[src/rtl/inter_pred_seq_if.sv]
// inter_pred_seq_if: start/reference/handshake bundle between address logic, sequencer and reconstruction
interface inter_pred_seq_if #(
  parameter int MB_X_BITS = 7,
  parameter int MB_Y_BITS = 7,
  parameter int CNT_W     = 8
);
  logic                   start;
  logic [4:0]             blk4x4_counter;
  logic [MB_X_BITS+5:0]   ref_x;
  logic [MB_Y_BITS+5:0]   ref_y;
  logic                   ref_mem_ready;
  logic [CNT_W-1:0]       ref_nword_left;
  logic                   out_ready;
  logic                   out_valid;
  modport master (output start, blk4x4_counter, ref_x, ref_y, ref_mem_ready, ref_nword_left, out_ready,
                  input out_valid);
  modport slave (input start, blk4x4_counter, ref_x, ref_y, ref_mem_ready, ref_nword_left, out_ready,
                 output out_valid);
endinterface

[src/rtl/inter_pred_seq.sv]
// inter_pred_seq: per-4x4 inter prediction load/calc sequencer; INTER_PRED_SEQ_WATCHDOG_EN adds a load-stall watchdog
module inter_pred_seq #(
  parameter int MB_X_BITS      = 7,
  parameter int MB_Y_BITS      = 7,
  parameter int CNT_W          = 8,
  parameter int LOAD_INT       = 5,
  parameter int LOAD_XFRAC     = 13,
  parameter int LOAD_YFRAC     = 10,
  parameter int LOAD_XYFRAC    = 28,
  parameter int LOAD_C_INT     = 5,
  parameter int LOAD_C_FRAC    = 11,
  parameter int CALC_LAT       = 3,
  parameter int NUM_CHROMA_BLK = 4,
  parameter int WDOG_CYCLES    = 255
) (
  input  logic               clk,
  input  logic               rst,
  input  logic               ena,
  input  logic               abort,
  inter_pred_seq_if.slave    bus,
  output logic               busy,
  output logic [2:0]         state,
  output logic [CNT_W-1:0]   counter,
  output logic               chroma_cb_sel,
  output logic               chroma_cr_sel,
  output logic [1:0]         frac_mode,
  output logic               err
);
  typedef enum logic [2:0] {IDLE = 3'd0, LOAD = 3'd1, CALC = 3'd2, DONE = 3'd3} state_e;
  state_e state_q, state_d;
  logic [CNT_W-1:0] cnt_q, cnt_d, pre;
  logic [1:0] fm_q, fm_d;
  logic ov_q, ov_d, cb_q, cb_d, cr_q, cr_d;
  logic luma, cb, xf, yf, load_end, hs, accept, unused_ref;
  assign unused_ref = ^{bus.ref_x[MB_X_BITS+5:3], bus.ref_y[MB_Y_BITS+5:3]};
  assign luma = bus.blk4x4_counter < 5'd16;
  assign cb = !luma && int'(bus.blk4x4_counter) < 16 + NUM_CHROMA_BLK;
  assign xf = luma ? |bus.ref_x[1:0] : |bus.ref_x[2:0];
  assign yf = luma ? |bus.ref_y[1:0] : |bus.ref_y[2:0];
  assign pre = luma ? (xf && yf ? CNT_W'(LOAD_XYFRAC) : xf ? CNT_W'(LOAD_XFRAC) :
                       yf ? CNT_W'(LOAD_YFRAC) : CNT_W'(LOAD_INT))
                    : (xf || yf ? CNT_W'(LOAD_C_FRAC) : CNT_W'(LOAD_C_INT));
  assign load_end = bus.ref_nword_left == '0;
  assign hs = ov_q && bus.out_ready;
  assign accept = bus.start && (state_q == IDLE || (state_q == DONE && hs));
`ifdef INTER_PRED_SEQ_WATCHDOG_EN
  localparam int WD_W = $clog2(WDOG_CYCLES + 1);
  logic [WD_W-1:0] wd_q, wd_d;
  logic err_q, err_d;
  assign err = err_q;
`else
  localparam int unused_wdog = WDOG_CYCLES;
  assign err = 1'b0;
`endif
  always_comb begin
    state_d = state_q;
    cnt_d = cnt_q;
    ov_d = ov_q;
    cb_d = cb_q;
    cr_d = cr_q;
    fm_d = fm_q;
    if (accept) begin
      state_d = LOAD;
      cnt_d = pre;
      ov_d = 1'b0;
      cb_d = cb;
      cr_d = !luma && !cb;
      fm_d = {yf, xf};
    end else begin
      case (state_q)
        LOAD: begin
          if (load_end) begin
            state_d = CALC;
            cnt_d = fm_q == 2'b00 ? '0 : CNT_W'(CALC_LAT);
          end else if (bus.ref_mem_ready && cnt_q != '0) cnt_d = cnt_q - 1'b1;
        end
        CALC: begin
          if (cnt_q != '0) cnt_d = cnt_q - 1'b1;
          else begin
            state_d = DONE;
            ov_d = 1'b1;
          end
        end
        DONE: begin
          if (hs) begin
            state_d = IDLE;
            ov_d = 1'b0;
          end
        end
        default: ;
      endcase
    end
`ifdef INTER_PRED_SEQ_WATCHDOG_EN
    err_d = err_q;
    wd_d = (state_q == LOAD && !bus.ref_mem_ready && !load_end) ? wd_q + 1'b1 : '0;
    if (wd_d == WD_W'(WDOG_CYCLES)) begin
      err_d = 1'b1;
      wd_d = '0;
      state_d = IDLE;
      cnt_d = '0;
    end
`endif
    if (abort) begin
      state_d = IDLE;
      cnt_d = '0;
      ov_d = 1'b0;
`ifdef INTER_PRED_SEQ_WATCHDOG_EN
      wd_d = '0;
`endif
    end
  end
  always_ff @(posedge clk) begin
    if (rst) begin
      state_q <= IDLE;
      cnt_q <= '0;
      ov_q <= 1'b0;
      cb_q <= 1'b0;
      cr_q <= 1'b0;
      fm_q <= 2'b00;
`ifdef INTER_PRED_SEQ_WATCHDOG_EN
      wd_q <= '0;
      err_q <= 1'b0;
`endif
    end else if (ena) begin
      state_q <= state_d;
      cnt_q <= cnt_d;
      ov_q <= ov_d;
      cb_q <= cb_d;
      cr_q <= cr_d;
      fm_q <= fm_d;
`ifdef INTER_PRED_SEQ_WATCHDOG_EN
      wd_q <= wd_d;
      err_q <= err_d;
`endif
    end
  end
  assign bus.out_valid = ov_q;
  assign busy = state_q != IDLE;
  assign state = state_q;
  assign counter = cnt_q;
  assign chroma_cb_sel = cb_q;
  assign chroma_cr_sel = cr_q;
  assign frac_mode = fm_q;
endmodule

[src/flat_wrapper.sv]
// flat-port wrapper written by rule: the top's interface ports become plain ports
module inter_pred_seq_flat 
#(
  parameter int MB_X_BITS      = 7,
  parameter int MB_Y_BITS      = 7,
  parameter int CNT_W          = 8,
  parameter int LOAD_INT       = 5,
  parameter int LOAD_XFRAC     = 13,
  parameter int LOAD_YFRAC     = 10,
  parameter int LOAD_XYFRAC    = 28,
  parameter int LOAD_C_INT     = 5,
  parameter int LOAD_C_FRAC    = 11,
  parameter int CALC_LAT       = 3,
  parameter int NUM_CHROMA_BLK = 4,
  parameter int WDOG_CYCLES    = 255
)
  (clk, rst, ena, abort, busy, state, counter, chroma_cb_sel, chroma_cr_sel, frac_mode, err, bus_start, bus_blk4x4_counter, bus_ref_x, bus_ref_y, bus_ref_mem_ready, bus_ref_nword_left, bus_out_ready, bus_out_valid);
  inter_pred_seq_if #(.MB_X_BITS(MB_X_BITS), .MB_Y_BITS(MB_Y_BITS), .CNT_W(CNT_W)) bus_i ();
  input  logic clk;
  input  logic rst;
  input  logic ena;
  input  logic abort;
  output logic busy;
  output logic [2:0] state;
  output logic [CNT_W-1:0] counter;
  output logic chroma_cb_sel;
  output logic chroma_cr_sel;
  output logic [1:0] frac_mode;
  output logic err;
  input wire logic [$bits(bus_i.start)-1:0] bus_start;
  input wire logic [$bits(bus_i.blk4x4_counter)-1:0] bus_blk4x4_counter;
  input wire logic [$bits(bus_i.ref_x)-1:0] bus_ref_x;
  input wire logic [$bits(bus_i.ref_y)-1:0] bus_ref_y;
  input wire logic [$bits(bus_i.ref_mem_ready)-1:0] bus_ref_mem_ready;
  input wire logic [$bits(bus_i.ref_nword_left)-1:0] bus_ref_nword_left;
  input wire logic [$bits(bus_i.out_ready)-1:0] bus_out_ready;
  output wire logic [$bits(bus_i.out_valid)-1:0] bus_out_valid;
  assign bus_i.start = bus_start;
  assign bus_i.blk4x4_counter = bus_blk4x4_counter;
  assign bus_i.ref_x = bus_ref_x;
  assign bus_i.ref_y = bus_ref_y;
  assign bus_i.ref_mem_ready = bus_ref_mem_ready;
  assign bus_i.ref_nword_left = bus_ref_nword_left;
  assign bus_i.out_ready = bus_out_ready;
  assign bus_out_valid = bus_i.out_valid;
  inter_pred_seq #(.MB_X_BITS(MB_X_BITS), .MB_Y_BITS(MB_Y_BITS), .CNT_W(CNT_W), .LOAD_INT(LOAD_INT), .LOAD_XFRAC(LOAD_XFRAC), .LOAD_YFRAC(LOAD_YFRAC), .LOAD_XYFRAC(LOAD_XYFRAC), .LOAD_C_INT(LOAD_C_INT), .LOAD_C_FRAC(LOAD_C_FRAC), .CALC_LAT(CALC_LAT), .NUM_CHROMA_BLK(NUM_CHROMA_BLK), .WDOG_CYCLES(WDOG_CYCLES)) u_core (.clk(clk), .rst(rst), .ena(ena), .abort(abort), .bus(bus_i), .busy(busy), .state(state), .counter(counter), .chroma_cb_sel(chroma_cb_sel), .chroma_cr_sel(chroma_cr_sel), .frac_mode(frac_mode), .err(err));
endmodule
[config.mk]
export PLATFORM = sky130hd
export DESIGN_NAME = inter_pred_seq_flat
export DESIGN_NICKNAME = d
export VERILOG_FILES = /design/src/rtl/inter_pred_seq_if.sv /design/src/rtl/inter_pred_seq.sv /design/src/flat_wrapper.sv
export SDC_FILE = /design/constraint.sdc
export NUM_CORES = 1
export LEC_CHECK = 0
export CORE_MARGIN = 1
export CORE_UTILIZATION = 42
export CTS_CLUSTER_SIZE = 16
export DETAILED_ROUTE_END_ITERATION = 8
export GPL_TIMING_DRIVEN = 1
export PLACE_DENSITY = 0.9
export SYNTH_ARGS = -nofsm -noshare
export SYNTH_HDL_FRONTEND = slang
export SYNTH_SLANG_ARGS = --single-unit
export TNS_END_PERCENT = 5
[constraint.sdc]
create_clock -name clk -period 3.5 [get_ports clk]
set_input_delay 0.35 -clock clk [delete_from_list [all_inputs] [get_ports clk]]
set_output_delay 0.35 -clock clk [all_outputs]
set_load 0.01 [all_outputs]
* Yosys cells after proc, flatten, opt, wreduce, memory -nomap -nowiden
Cells that the tools add are included.
Storage, ports and cells: word-level logic and storage cells 69, register bits 16, bits of input ports 46
Cells by class: $add $sub $neg 1, magnitude comparators 2, reductions and logical operators 27, equality and inequality tests 8, muxes and demuxes 25
Operator list (number):
- $mux W8 | 8
- $pmux W8 S2 | 1
- $mux W3 | 5
- $ne A4 B2 Y1 const B | 3
- $lt A5 B5 Y1 const B | 2
- $pmux W3 S3 | 1
- $logic_not A8 Y1 | 1
- $mux W4 | 2
- $reduce_and A4 Y1 | 2
- $reduce_bool A4 Y1 | 2
- $reduce_bool A8 Y1 | 1
- $sub A8 B1 Y8 const B | 1
- $logic_and A1 B1 Y1 | 7
- $eq A3 B2 Y1 const B | 2
- $mux W1 | 6
- $reduce_or A3 Y1 | 2
- $ne A5 B2 Y1 const B | 1
- $reduce_and A5 Y1 | 1
- $reduce_bool A5 Y1 | 1
- $ne A4 B3 Y1 const B | 1
- $reduce_or A2 Y1 | 2
- $eq A3 B1 Y1 const B | 1
- $logic_not A3 Y1 | 1
- $reduce_bool A3 Y1 | 1
- 6 further kinds | 8

* Depth between registers and ports, before layout
Gate-level depths: netlist (run 1).
depth in word-level cells 8, depth in mapped cells 8

* Least setup slack after synthesis (run 1)
Ideal clock, no wire load.
kind register to register, start register u_core.state_q[0] (netlist: u_core.state[0]), end register u_core.cnt_q[0] (netlist: u_core.counter[0]), arrival 2.123 ns, setup slack 1.298 ns, clock period less this slack 2.202 ns, cell stages (with the launch flop) 9, buffers on the path 1, cell sequence dfxtp_1 -> inv_1 -> ha_1 -> and2_1 -> or3_1 -> buf_2 -> o311a_4 -> o311a_1 -> a211oi_2
Between the ends: cells in the longest elaborated chain, start to end 6, elaborated cells on any way between the ends 14
Ends and longest elaborated chain:
- from (decl) | line inter_pred_seq.sv:30 | state_e state_q, state_d;
- from (signal assigned) | line inter_pred_seq.sv:125 | state_q <= state_d;
- $eq A3 B2 Y1 | line inter_pred_seq.sv:45 | assign accept = bus.start && (state_q == IDLE || (state_q == DONE && hs));
- $logic_and A1 B1 Y1 | line inter_pred_seq.sv:45
- $logic_or A1 B1 Y1 | line inter_pred_seq.sv:45
- $logic_and A1 B1 Y1 | line inter_pred_seq.sv:45
- $ne A5 B2 Y1 (no source line) (tied with other cells)
- $reduce_and A4 Y1 (no source line) or $mux W8 (tied branches)
- to (signal assigned) | line inter_pred_seq.sv:126 | cnt_q <= cnt_d;
- to (decl) | line inter_pred_seq.sv:31 | logic [CNT_W-1:0] cnt_q, cnt_d, pre;
Several ways; a longest one is shown, not always the timed one. A chain may end at the register's enable or synchronous reset.

* Final worst setup path (run 1)
start register u_core.state_q[0] (netlist: u_core.state[0]), end register u_core.cnt_q[3] (netlist: u_core.counter[3])
The elaborated chain is that of the path after synthesis.

==> results.tsv, run 1 <==
stage	metric	value	unit
sta	maxClockFrequency	397	MHz
cts	cts.hold.buffers_added	0	
sta	tns	0	ns
placed_design	placed_cells_incl_taps	205	
cts	clkSinkCount	15	
synthesis	async_reset_ff_share	0	%
cells_and_area	num_antenna_cells	0	
power	max-vdd-ir-drop	0.239	mV
sta	post-route-period-util	72.0	%
cts	post-cts-setup-buffer-count	0	
placed_design	hpwl	2.43	mm
synthesis	ys_dominant_reg_cell	sky130_fd_sc_hd__dfxtp_1	
cells_and_area	final_layout_size_suffix_gt1_share	10.1	%
sta	grt_setup_unrepaired	false	
routing	routed_via_density	5.97	
routing	antenna_left	0	
floorplanning	die_x	55.0	um
cts	worstSkewPairLatency	0.29	ns
synthesis	yosysSeqAreaShare	25.5	%
grt	grt_most_used_layer	met2	
floorplanning	start_util	45.9	%
floorplanning	num_io_pins	64	
run_status	run_status	finished clean	
critical_path	cp.required	3.70	ns
critical_path	r2r_start	u_core.state[0]$_SDFFE_PP0P_	
grt	groute.layer.met1.usage	26.7	%
cells_and_area	area_growth	36.3	%
routing	routed_wirelength	3.19	mm
job	max-cap-violations	0	
placed_design	post_dp_cell_area	0.00158	mm^2
power	power-per-cell-area	302	mW/mm^2
worst_hold_path	hold_start	u_core.chroma_cr_sel$_SDFFE_PP0P_	
cts	clockBufferDepth	2	
grt	grt_max_degree	20	
critical_path	ff2ff_setup_slack	0.98	ns
floorplanning	rows	18	
synthesis	synth_edf_count	0	
routing	vias	1247	
critical_path	worst-path-max-fanout	9	
sta	fin_crit	2.52	ns
floorplanning	chipHeight	55.0	um
routing	drtIter0Drc	34	
grt	grt_antenna_before_repair	0	
cells_and_area	number_of_non_filler_instances_in_the_completed_layout	209	
cells_and_area	stdcell_area	0.00161	mm^2
routing	first_pass_iters	4	
synthesis	yosys_warnings	0	
cts	tritoncts	built	
grt	grt_use_total	22.7	%
critical_path	crit_start	u_core.state[0]$_SDFFE_PP0P_	
floorplanning	design.die.area	0.00302	mm^2
grt	grt_pass1_vias	1122	
sta	setup_viol	0	
worst_hold_path	timing.hold.worst.class	reg2reg	
synthesis	synth.cell_area	0.00118	mm^2
synthesis	synth-seq-cells	15	
cells_and_area	num-nets-final	234	
placed_design	gp_routability_congestion	0.915	
critical_path	end_kind	flip-flop	
placed_design	io_buffers	39	
grt	global_route.overflow_total	0	
cts	htreeDepth	1	
sta	timing.final.max_slew_violations	0	
floorplanning	design.core.area	0.00257	mm^2
cells_and_area	final_cell_mix	sky130_fd_sc_hd__clkdlybuf4s50_1, sky130_fd_sc_hd__dfxtp_1, sky130_fd_sc_hd__nor2_1, sky130_fd_sc_hd__a21oi_1	
sta	fin_worst_skew	0.00230	ns
synthesis	post_synth_num_cell_types	52	
cts	cts_inserted_buffers	3	
sta	slew_headroom	51.7	%
sta	hold_violation_count_in_the_final_report	0	
critical_path	worstSetupPathType	reg2reg	
cts	worst_setup_hold_path_clk_slew	0.10	ns
cts	cts_repair_resize_count	0	
sta	worst-slew-pin-transition	0.722	ns
critical_path	cp_data_arrival_time	2.71	ns
routing	route.detailed.wl_per_inst	15.3	um
synthesis	mean_instance_size_in_the_synthesized_netlist	8.36	um^2
cells_and_area	layout_commonest_cell	sky130_fd_sc_hd__clkdlybuf4s50_1	
cts	clockRootBuffer	sky130_fd_sc_hd__clkbuf_4	
grt	gr-usage-met3	3.83	%
synthesis	post_synth_inst_count	141	
routing	detail_route.drc_violations	0	
critical_path	worst_setup_path_start_kind	flip-flop	
grt	globalRouteMet2Util	41.6	%
power	leakage_component_of_the_power	0.603	nW
grt	wire_length_of_the_first_global_routing_pass	4.93	mm
-- cells in the mapped netlist (3+ instances only) --
library cell,instances,area [um^2]
sky130_fd_sc_hd__o21ai_0,4,20.0
sky130_fd_sc_hd__nand2b_1,5,31.3
sky130_fd_sc_hd__nand2_1,9,33.8
sky130_fd_sc_hd__nand3_1,5,25.0
sky130_fd_sc_hd__inv_1,9,33.8
sky130_fd_sc_hd__dfxtp_1,15,300
sky130_fd_sc_hd__or3_1,5,31.3
sky130_fd_sc_hd__nor2_1,13,48.8
sky130_fd_sc_hd__a21oi_1,11,55.1
sky130_fd_sc_hd__ha_1,8,100
sky130_fd_sc_hd__nor3_1,6,30.0
sky130_fd_sc_hd__a31oi_1,3,18.8
-- per-layer routing --
metal	part of all wire, %	vias up	wire length [um]
met3	8.2	7	261
met1	42	584	1340
met2	48	52	1530
li1	-	604	-
met5	0	-	0
met4	2.0	0	64
-- per-stage QoR --
| stage | setup slack, ns | utilization (%) | hold slack, ns | total power [mW] |
|---|---|---|---|---|
| after floorplan | 1.30 | - | 0.476 | 0.311 |
| after global routing | 0.863 | 62.6 | 0.486 | 0.513 |
| after CTS | 0.984 | 62.6 | 0.462 | 0.485 |
| after global placement | 1.03 | 61.5 | 0.442 | 0.376 |
| after detailed placement | 0.957 | 61.5 | 0.448 | 0.382 |
| final | 0.981 | 62.6 | 0.460 | 0.485 |
-- sequential cells by signal, indices dropped and copies added (netlist names) --
signal,count
u_core.chroma_cb_sel,1
u_core.counter,8
u_core.frac_mode,2
u_core.state,2
u_core.bus.out_valid,1
u_core.chroma_cr_sel,1
-- area by class of cell --
cell class                 instances  area [um^2]
fill                             250          961
tap                               30         37.5
clock inverter                     1         5.00
clock buffer                       3         22.5
multi-input combinational        112          817
timing repair buffer              39          390
sequential                        15          300
inverter                           9         33.8
-- worst max-delay path: stages, from the launching register on --
cell	delay, ns
sky130_fd_sc_hd__dfxtp_1	0.43
sky130_fd_sc_hd__inv_1	0.11
sky130_fd_sc_hd__ha_1	0.24
sky130_fd_sc_hd__and2_1	0.21
sky130_fd_sc_hd__or3_1	0.50
sky130_fd_sc_hd__nor2_1	0.50
sky130_fd_sc_hd__a31oi_1	0.16
sky130_fd_sc_hd__o32ai_1	0.26
-- power breakdown --
part           internal, mW  total, mW  leakage (nW)  switching, mW
clock network        0.0426      0.105        0.0177         0.0620
registers             0.181      0.195         0.122         0.0140
logic                0.0929      0.185         0.463         0.0926
-- final timing paths --
kind,to,depth (start not counted)
worst max-delay path,u_core.counter[3]$_SDFFE_PP0P_,7
worst min-delay path,u_core.chroma_cr_sel$_SDFFE_PP0P_,2
worst max register to register,u_core.counter[3]$_SDFFE_PP0P_,7
worst min register to register,u_core.chroma_cr_sel$_SDFFE_PP0P_,2
-- kinds of logic after synthesis --
group,count (synthesis),synth area share [%]
AO/OA/AOI/OAI,41,29.2
buffers and inverters,15,5.52
other,1,0.318
flip-flops,15,25.5
adder cells (fa/ha/maj),8,8.49
AND/OR/NAND/NOR,58,28.6
multiplexers,2,1.70
XOR/XNOR,1,0.743
No activity file was read; power rests on OpenSTA's default activity.
==> inputs of run 2 (changes only) <==
Settings changed: CORE_UTILIZATION 42 to 35, PLACE_DENSITY 0.9 to 0.8.
Clock period 3.5 ns to 2.2 ns, I/O delays scaled along.
==> run 2 against run 1 <==
  * Die area rose by 19%
  * Non-clock buffer count is 20 higher
  * Worst hold slack worse by 0.0011 ns
  * Design area rose by 11%
==> results.tsv, run 2 (synthesis gave the netlist of run 1 again) <==
stage	metric	value	unit	change
sta	fin_worst_skew	0.00988	ns	+0.00758 ns
cells_and_area	largest_register_ffs	8		unchanged
sta	worst-slew-pin-transition	0.767	ns	+0.0449 ns
cts	tritoncts	built		
critical_path	cp_slowest_stage_delay	0.50	ns	about the same
critical_path	worst_setup_path_start_kind	flip-flop		
critical_path	cp_data_arrival_time	2.29	ns	-0.42 ns
routing	route.detailed.wl_per_inst	13.5	um	-11%
job	max-cap-violations	0		unchanged
power	max-vdd-ir-drop	0.207	mV	-14%
cells_and_area	num_antenna_cells	0		unchanged
floorplanning	design.die.area	0.00360	mm^2	+19%
routing	first_pass_iters	4		unchanged
power	cellInternalPower	0.531	mW	+68%
critical_path	r2r_start	u_core.counter[0]$_SDFFE_PP0P_		
critical_path	cp.buffers_inverters	2		+1
grt	groute.layer.met1.usage	24.3	%	-2.4 points
worst_hold_path	timing.hold.worst.class	reg2reg		
placed_design	placed_cells_incl_taps	237		+16%
power	report.power.total	0.812	mW	+67%
critical_path	cp.required	2.35	ns	-1.35 ns
critical_path	critical_path.cell_chain	inv_1, ha_1, or4b_4, o21a_1, o311ai_4, buf_4, o32ai_1		
cts	clkSinkCount	15		unchanged
cts	cts.hold.buffers_added	0		unchanged
routing	detail_route.drc_violations	0		unchanged
placed_design	gp_routability_congestion	0.893		-2.4%
sta	timing.final.max_slew_violations	0		unchanged
cts	worst_setup_hold_path_clk_slew	0.11	ns	about the same
sta	maxClockFrequency	467	MHz	+18%
routing	routed_via_density	5.37		-9.9%
cells_and_area	final_layout_size_suffix_gt1_share	21.6	%	+12 points
routing	drtIter0Drc	52		+53%
floorplanning	start_util	37.7	%	-8.2 points
floorplanning	design.core.area	0.00313	mm^2	+22%
placed_design	dp_worst_setup_slack	-0.140	ns	-1.10 ns
cts	clockRootBuffer	sky130_fd_sc_hd__clkbuf_4		
power	leakage_component_of_the_power	0.701	nW	+16%
floorplanning	num_io_pins	64		unchanged
power	pwr-share-comb	41.5	%	+3.3 points
cells_and_area	area_growth	51.7	%	
grt	grt_most_used_layer	met2		
routing	antenna_left	0		unchanged
critical_path	cell_depth_of_the_worst_flop_to_flop_path	7		unchanged
cells_and_area	number_of_non_filler_instances_in_the_completed_layout	243		+16%
grt	globalRouteMet2Util	32.4	%	-9.2 points
cells_and_area	num-nets-final	254		+8.5%
critical_path	worstSetupPathDepth	7		unchanged
cts	clockBufferDepth	2		unchanged
grt	grt_max_degree	20		unchanged
grt	grt_use_total	19.3	%	-3.3 points
sta	tns	0	ns	unchanged
grt	grt_antenna_before_repair	0		unchanged
grt	grt_pass1_vias	1227		+9.4%
cts	htreeDepth	1		unchanged
critical_path	worst-path-max-fanout	9		unchanged
sta	fin_crit	2.14	ns	-0.380 ns
placed_design	io_buffers	39		unchanged
critical_path	crit_family	compound AO/OA/AOI/OAI gates		
run_status	run_status	finished clean		
sta	post-route-period-util	97.2	%	+25 points
cts	cts_inserted_buffers	3		unchanged
cells_and_area	finalCoreUtilization	57.2	%	-5.4 points
sta	hold_violation_count_in_the_final_report	0		unchanged
cells_and_area	layout_commonest_cell	sky130_fd_sc_hd__clkdlybuf4s50_1		
cells_and_area	final_cell_mix	sky130_fd_sc_hd__clkdlybuf4s50_1, sky130_fd_sc_hd__buf_4, sky130_fd_sc_hd__dfxtp_1, sky130_fd_sc_hd__nor2_1, sky130_fd_sc_hd__a21oi_1		
worst_hold_path	hold_path_depth	2		unchanged
floorplanning	chipHeight	60.0	um	+9.2%
sta	setup_viol	0		unchanged
critical_path	end_kind	flip-flop		
grt	global_route.overflow_total	0		unchanged
power	power-per-cell-area	454	mW/mm^2	+50%
floorplanning	die_x	60.0	um	+9.2%
routing	vias	1306		+4.7%
sta	postLayoutSetupSlackWorst	0.0609	ns	-0.920 ns
routing	routed_wirelength	3.29	mm	+3.1%
grt	wire_length_of_the_first_global_routing_pass	5.20	mm	+5.3%
power	power.share.switching	34.6	%	-0.12 points
cells_and_area	final.fill_count	290		+16%
grt	gr-usage-met3	3.25	%	-0.58 points
critical_path	critical-path-slowest-cell	sky130_fd_sc_hd__or4b_4		
power	power_frac_clock	21.1	%	-0.5 points
critical_path	worstSetupPathType	reg2reg		
worst_hold_path	hold_start	u_core.chroma_cb_sel$_SDFFE_PP0P_		
sta	grt_setup_unrepaired	false		
critical_path	crit_start	u_core.counter[0]$_SDFFE_PP0P_		
sta	slew_headroom	48.7	%	-3.0 points
placed_design	hpwl	2.53	mm	+4.0%
power	switching_power	0.281	mW	+67%
cts	worstSkewPairLatency	0.30	ns	about the same
floorplanning	rows	20		+2
power	seq_power_share	37.5	%	-2.7 points
## run 2: power by group through the flow
stage | logic [mW] | registers (mW) | clock network (mW)
floorplan | 0.176 | 0.319 | 0
global placement | 0.319 | 0.309 | 0
detailed placement | 0.324 | 0.310 | 0
CTS | 0.328 | 0.304 | 0.174
global route | 0.367 | 0.306 | 0.184
finish | 0.337 | 0.304 | 0.171
## run 2: repair_timing
action | 4_1_cts | 5_1_grt
setup buffers | 0 | 2
endpoints found under the setup margin | 8 | 8
resized for setup | 2 | 2
pin swaps | 0 | 2
## run 2: final timing paths
check,to,slack [ns]
hold / removal,u_core.chroma_cb_sel$_SDFFE_PP0P_,0.46
hold reg to reg,u_core.chroma_cb_sel$_SDFFE_PP0P_,0.46
setup reg to reg,u_core.counter[4]$_SDFFE_PP0P_,0.06
setup / recovery,u_core.counter[4]$_SDFFE_PP0P_,0.06
## run 2: final cells by class
class,instances,area (um^2),share of cell area (%)
multi-input cells,112,828,46.3
inverters,9,33.8,1.89
well taps,44,55.1,3.08
flip-flops and latches,15,303,16.9
clock buffers,3,22.5,1.26
clock inverters,1,5.00,0.280
repair buffers,59,541,30.2
## run 2: per-layer routing
metal  vias to the layer above  part of all wire (%)
met5                         -                     0
met4                         0                   2.1
met3                         8                   8.1
met2                        60                    46
met1                       596                    43
li1                        642                     -
## run 2: metrics by stage
| step | cell area (um^2) | hold WS (ns) |
|---|---|---|
| after floorplan | 1180 | 0.374 |
| final | 1790 | 0.459 |
| after detailed placement | 1730 | 0.446 |
| after global routing | 1790 | 0.492 |
| after CTS | 1770 | 0.461 |
| after global placement | 1730 | 0.438 |
## run 2: worst reg2reg max path, delay by kind of cell (launching register included)
kind | cells | cell delay [ns]
simple gates | 1 | 0.50
fa+ha+maj | 1 | 0.16
compound gates | 3 | 0.73
buf+inv | 2 | 0.30
flops | 1 | 0.32
==> inputs of run 3 (changes only) <==
Settings changed: CORE_UTILIZATION 35 to 39, PLACE_DENSITY 0.8 to 0.84.
Clock period 2.2 ns to 2.21 ns, I/O delays scaled along.
==> run 3 against run 2 <==
  * The run now ends with design-rule violations left
  * Clock power rose by 4%
  * Non-clock buffer count did not move
  * Die area fell by 9.9%
  * Utilization rose by 7.4 points
  * Maximum frequency fell by 0.48%
  * First-iteration DRC count fell by 38%
  * Sequential cell count did not move
  * Cell count fell by 5.3%
  * Sequential power barely moved
  * Worst hold slack barely moved
  * Count of clock-buffer cells in the layout did not move
  * Critical path type unchanged
  * Critical endpoint is now u_core.state[0]$_SDFFE_PP0P_
  * Largest cell class unchanged
==> results.tsv, run 3 (synthesis gave the netlist of run 1 again) <==
stage	metric	value	unit	change
run_status	run_status	finished, violations left		
run_status	failed_checks	design-rule violations		
floorplanning	start_util	42.0	%	+4.3 points
placed_design	gp_routability_congestion	0.820		-8.2%
cells_and_area	final.fill_count	239		-18%
critical_path	ff2ff_setup_slack	0.06	ns	about the same
cts	worstSkewPairLatency	0.31	ns	about the same
sta	fin_crit	2.15	ns	+0.0103 ns
grt	wire_length_of_the_first_global_routing_pass	5.95	mm	+14%
cts	clkSinkCount	15		unchanged
cells_and_area	num-nets-final	254		unchanged
critical_path	crit_start	u_core.counter[1]$_SDFFE_PP0P_		
power	max-vdd-ir-drop	0.348	mV	+68%
floorplanning	design.core.area	0.00281	mm^2	-10%
sta	finalHoldWorstSlack	0.459	ns	+0.0000890 ns
placed_design	placed_cells_incl_taps	223		-5.9%
routing	routed_wirelength	3.77	mm	+15%
floorplanning	chipHeight	57.0	um	-5.1%
critical_path	cp_data_arrival_time	2.38	ns	+0.09 ns
placed_design	dp_worst_setup_slack	-0.178	ns	-0.0377 ns
floorplanning	die_x	57.0	um	-5.1%
worst_hold_path	timing.hold.worst.class	reg2reg		
routing	route.detailed.wl_per_inst	16.4	um	+21%
sta	post-route-period-util	97.3	%	about the same
routing	met1Wirelength	1.59	mm	+12%
floorplanning	rows	19		-5.0%
routing	detail_route.drc_violations	6		+6
critical_path	crit-reg2reg-capture	u_core.state[0]$_SDFFE_PP0P_		
routing	top_layer	met4		
cts	tritoncts	built		
cells_and_area	stdcell_area	0.00181	mm^2	+1.3%
grt	grt_use_total	23.5	%	+4.2 points
critical_path	worst_setup_path_start_kind	flip-flop		
grt	grt_max_degree	20		unchanged
cells_and_area	largest_register_ffs	8		unchanged
cells_and_area	num_antenna_cells	0		unchanged
sta	postLayoutSetupSlackWorst	0.0606	ns	-0.000333 ns
floorplanning	design.die.area	0.00325	mm^2	-9.9%
routing	routed_via_density	5.80		+7.8%
floorplanning	num_io_pins	64		unchanged
routing	vias	1333		+2.1%
routing	drtIter0Drc	32		-38%
routing	met2_wirelength	1.89	mm	+24%
critical_path	r2r_start	u_core.counter[1]$_SDFFE_PP0P_		
sta	slew_headroom	50.0	%	+1.4 points
sta	fin_worst_skew	0.00312	ns	-0.00676 ns
sta	timing.final.max_slew_violations	0		unchanged
cts	clockRootBuffer	sky130_fd_sc_hd__clkbuf_4		
cts	clockBufferDepth	2		unchanged
cts	worst_setup_hold_path_clk_slew	0.10	ns	about the same
sta	setup_viol	0		unchanged
grt	global_route.overflow_total	0		unchanged
grt	grt_pass1_vias	1330		+8.4%
power	report.power.total	0.840	mW	+3.4%
placed_design	post_dp_cell_area	0.00171	mm^2	-1.4%
routing	antenna_left	0		unchanged
critical_path	cell_depth_of_the_worst_flop_to_flop_path	7		unchanged
power	power-per-cell-area	464	mW/mm^2	+2.1%
sta	hold_violation_count_in_the_final_report	0		unchanged
cells_and_area	area_growth	53.6	%	
sta	tns	0	ns	unchanged
critical_path	worstSetupPathType	reg2reg		
cells_and_area	final_layout_size_suffix_gt1_share	25.1	%	+3.5 points
critical_path	cp.required	2.44	ns	+0.09 ns
placed_design	io_buffers	39		unchanged
cells_and_area	finalCoreUtilization	64.5	%	+7.4 points
job	max-cap-violations	0		unchanged
critical_path	end_kind	flip-flop		
sta	worst-slew-pin-transition	0.747	ns	-0.0202 ns
cells_and_area	final_cell_mix	sky130_fd_sc_hd__clkdlybuf4s50_1, sky130_fd_sc_hd__buf_4, sky130_fd_sc_hd__nor2_1, sky130_fd_sc_hd__dfxtp_1		
routing	met3RoutedLength	186	um	-31%
cts	htreeDepth	1		unchanged
power	leakage_component_of_the_power	0.707	nW	+0.88%
routing	first_pass_iters	6		+2
grt	grt_antenna_before_repair	0		unchanged
cells_and_area	layout_commonest_cell	sky130_fd_sc_hd__clkdlybuf4s50_1		
critical_path	worst-path-max-fanout	6		-3
cells_and_area	number_of_non_filler_instances_in_the_completed_layout	230		-5.3%
placed_design	hpwl	2.70	mm	+6.6%
cts	cts_inserted_buffers	3		unchanged
critical_path	crit_end	u_core.state[0]$_SDFFE_PP0P_		
sta	maxClockFrequency	465	MHz	-0.48%
run 3: how the worst min path moves through the flow:
stage                                 startpoint                           endpoint  cells after the start
6_report       u_core.chroma_cb_sel$_SDFFE_PP0P_  u_core.chroma_cb_sel$_SDFFE_PP0P_                      2
2_1_floorplan              bus_blk4x4_counter[4]  u_core.chroma_cb_sel$_SDFFE_PP0P_                      2
4_1_cts        u_core.chroma_cb_sel$_SDFFE_PP0P_  u_core.chroma_cb_sel$_SDFFE_PP0P_                      2
5_1_grt        u_core.chroma_cb_sel$_SDFFE_PP0P_  u_core.chroma_cb_sel$_SDFFE_PP0P_                      2
3_5_place_dp   u_core.chroma_cb_sel$_SDFFE_PP0P_  u_core.chroma_cb_sel$_SDFFE_PP0P_                      2
3_3_place_gp   u_core.chroma_cr_sel$_SDFFE_PP0P_  u_core.chroma_cr_sel$_SDFFE_PP0P_                      2
run 3: repair_timing:
item,CTS,global route
hold buffers,0,0
setup buffers,0,3
pin swaps,1,5
setup endpoints to repair,6,10
gates resized for setup,2,12
run 3: worst max-delay path: stages (launching register included):
cell and delay [ns]:
sky130_fd_sc_hd__dfxtp_4 0.37, sky130_fd_sc_hd__inv_2 0.06, sky130_fd_sc_hd__ha_2 0.16, sky130_fd_sc_hd__or4b_4 0.50, sky130_fd_sc_hd__nor2_4 0.15, sky130_fd_sc_hd__o221ai_4 0.13
sky130_fd_sc_hd__or4_4 0.56, sky130_fd_sc_hd__a21oi_2 0.14
run 3: report_power, final:
group / internal (mW) / switching, mW / leakage, nW / total, mW
Combinational: 0.182 / 0.172 / 0.565 / 0.354
Sequential: 0.288 / 0.0197 / 0.124 / 0.307
Clock: 0.0679 / 0.110 / 0.0177 / 0.178
Total: 0.538 / 0.302 / 0.707 / 0.840
run 3: area by class of cell:
type / count / area [um^2] / share of cell area [%]
sequential: 15 / 308 / 17.0
clock inverter: 1 / 5.00 / 0.276
inverter: 9 / 33.8 / 1.87
clock buffer: 3 / 22.5 / 1.24
tap: 31 / 38.8 / 2.14
timing repair buffer: 59 / 553 / 30.5
multi-input combinational: 112 / 850 / 46.9
run 3: per-layer routing:
| layer | global-route usage [%] | vias to the layer above |
|---|---|---|
| li1 | - | 640 |
| met1 | 27.9 | 648 |
| met2 | 42.0 | 39 |
| met3 | 3.40 | 6 |
| met4 | 10.5 | 0 |
| met5 | 0 | - |
